### config.mk
export PLATFORM = sky130hd
export DESIGN_NAME = lockstep_sat_cnt
export DESIGN_NICKNAME = d
export VERILOG_FILES = /design/src/rtl/lockstep_sat_cnt.sv
export SDC_FILE = /design/constraint.sdc
export NUM_CORES = 1
export LEC_CHECK = 0
export ABC_AREA = 1
export CAP_MARGIN = 25
export CORE_MARGIN = 10
export CORE_UTILIZATION = 50
export CTS_CLUSTER_DIAMETER = 150
export DETAILED_ROUTE_END_ITERATION = 7
export GPL_TIMING_DRIVEN = 0
export PLACE_DENSITY = 0.85
export SLEW_MARGIN = 20
export SYNTH_ARGS = -nofsm -noshare
export SYNTH_HDL_FRONTEND = slang
export SYNTH_SLANG_ARGS = --single-unit
### constraint.sdc
create_clock -name clk -period 1.75 [get_ports clk]
set_clock_uncertainty 0.15 [all_clocks]
set_input_delay 0.4375 -clock clk [delete_from_list [all_inputs] [get_ports clk]]
set_output_delay 0.4375 -clock clk [all_outputs]
set_load 0.1 [all_outputs]
### src/rtl/lockstep_sat_cnt.sv
// Saturating up-counter with synchronous clear.
// Ports:
//   clk, rst  : clock and synchronous active-high reset
//   i_inc     : increment request (ignored once all-ones)
//   i_clr     : clear to zero, wins over i_inc
//   o_cnt     : current count
module lockstep_sat_cnt #(
  parameter int W = 16
) (
  input  logic         clk,
  input  logic         rst,
  input  logic         i_inc,
  input  logic         i_clr,
  output logic [W-1:0] o_cnt
);

  logic [W-1:0] r_cnt;

  always_ff @(posedge clk) begin
    if (rst) begin
      r_cnt <= '0;
    end else if (i_clr) begin
      r_cnt <= '0;
    end else if (i_inc && (r_cnt != '1)) begin
      r_cnt <= r_cnt + 1'b1;
    end
  end

  assign o_cnt = r_cnt;

endmodule

==> impl_metrics.toml <==
[global_route]
grt.total_usage_pct = 11.8
antenna_found_initial = 0
overflow = 0
grt_pass1_vias = 937
grt_pass1_wl_mm = 4.09
grt_max_degree = 11

[pwr]
p_leak_nw = 0.559
power_density_mw_per_mm2 = 478
power_uw = 594
peakVddDrop_mv = 0.381

[hold_path]
hold_path.class = "reg -> reg"

[setup_path]
crit_family = "buffers and inverters"
cp_slowest_cell = "buf_2"
max_stage_delay_ps = 430
worstPathCellList = "buf_2"
cp_num_buf_inv = 1
crit_path_end_kind = "output pin"
crit_type = "reg -> out"
crit_required_ps = 1160
worst_setup_path_start_kind = "flop"
cp_max_fo = 5
arrival_ps = 1110

[synthesis]
synthArstFlopShare_pct = 0
synth-seq-cells = 16
ys.flop_type = "dfxtp_1"
synth_area_mm2 = 0.00100
yosys.area_share.simple_pct = 54.2
yosys_warnings = 0
synth_cells = 156
ys_types = 20
synthAdderAreaFrac_pct = 1.25
synthXorXnorAreaFrac_pct = 0
syn_area_per_cell_um2 = 6.44
synth-edff-count = 0
synth_top_family_by_area = "simple AND/OR/NAND/NOR gates"
synthMuxAreaShare_pct = 0
synth-seq-area-share_pct = 31.9
syn_nets = 161
synth_compound_area_share_pct = 4.48

[routing]
drcViolationCount = 0
num_vias = 1025
wl_per_cell_um = 11.5
drtIter0Drc = 42
drt_wl_total_mm = 2.37
routed_via_density = 5.00
ant_nets = 0
drtPass1Iterations = 4

[final_layout]
final_cell_count_no_fill = 205
fin_util_pct = 64.0
nNetsFinal = 185
mostFrequentLayoutCells = "43 x nand2_1, 37 x nor2_1, 16 x buf_2"
drive_above_1_share_pct = 31.5
largest_register_ffs = 16
area_delta_synth_final_pct = 23.8
num_antenna_cells = 0
layout_commonest_cell = "nand2_1"
stdcell_area_mm2 = 0.00124

[floorplanning]
boundaryPins = 20
initial_core_util_pct = 51.7
num_rows = 16
core-area_mm2 = 0.00194
die-area_mm2 = 0.00420
die_y_um = 64.8
die_w_um = 64.8

[clocking]
cts.htree.levels = 1
clkTransAtPathRegs_ps = 90
cts_tree = "built"
clock-sinks = 16
clock-root-buffer = "clkbuf_4"
clock_path_buffers = 2
cts_buffers = 3
clock_latency_ps = 290

[timing]
fmax_mhz = 590
hold_viol = 0
fin_crit_ps = 1690
worst_slew_pin_slew_ps = 486
setup_viol = 0
tns_ps = 0
rsz0062_at_grt = "false"
timing.slew.headroom_pct = 67.5
period_share_pct = 96.8
holdWs_ps = 361
slew_violations = 0
setup_ws_ps = 55.4

[placed_design]
dp.cells = 202
hpwl_mm = 1.87
portBuffers = 19
gp_congestion = 0.872
place_ws_ps = -344
placed_cell_area_mm2 = 0.00130

[flow_run]
cap_violations = 0

[outcome]
outcome = "complete, no violations"
-- timing repair --
| item | CTS | global route |
|---|---|---|
| setup buffers | 0 | 0 |
| gates resized for setup | 81 | 1 |
| hold buffers | 0 | 0 |
| gates cloned | 0 | 0 |
| setup endpoints to repair | 17 | 2 |
| pin swaps | 0 | 0 |
-- logic make-up after synthesis --
kind of cell | count (synthesis)
and+or+nand+nor | 112
buffers and inverters | 18
adders and majority gates | 1
AOI/OAI and AO/OA | 9
DFF | 16
-- cell usage after synthesis (2+ instances only) --
cell,instances,area [um^2]
nand2_4,2,22.5
buf_6,2,22.5
inv_1,15,56.3
o21ai_0,2,10.0
nor2_1,38,143
nand2_1,43,161
nor2_4,4,45.0
a21oi_1,7,35.0
nand3_1,13,65.1
dfxtp_1,16,320
nor2_2,5,31.3
-- power breakdown --
part | internal (mW) | switching (mW) | total, mW
combinational | 0.0173 | 0.0350 | 0.0523
sequential | 0.346 | 0.00333 | 0.349
clock | 0.0802 | 0.113 | 0.193
-- routing by layer --
layer	GRT usage [%]	share of wire (%)	vias to the layer above
met1	13.4	40	464
met5	0	0	-
met4	5.88	1.9	0
met2	19.8	50	30
met3	3.09	8.4	5
li1	-	-	526
-- path summary, 6_finish.rpt --
check | slack (ps) | cells past startpoint | endpoint | startpoint
worst max-delay path | 60 | 1 | o_cnt[0] | o_cnt[0]
worst min-delay path | 360 | 2 | o_cnt[15] | o_cnt[15]
worst max register to register | 240 | 7 | o_cnt[2] | o_cnt[0]
worst min register to register | 360 | 2 | o_cnt[15] | o_cnt[15]
-- cell type report --
| cell class | count | area, um^2 |
|---|---|---|
| repair buffers | 19 | 113 |
| inverters | 16 | 60.1 |
| well taps | 27 | 33.8 |
| clock buffers | 3 | 22.5 |
| fillers | 189 | 698 |
| multi-input cells | 122 | 617 |
| plain buffers | 2 | 22.5 |
| flip-flops and latches | 16 | 375 |
Power figures use the tool's default switching activity.
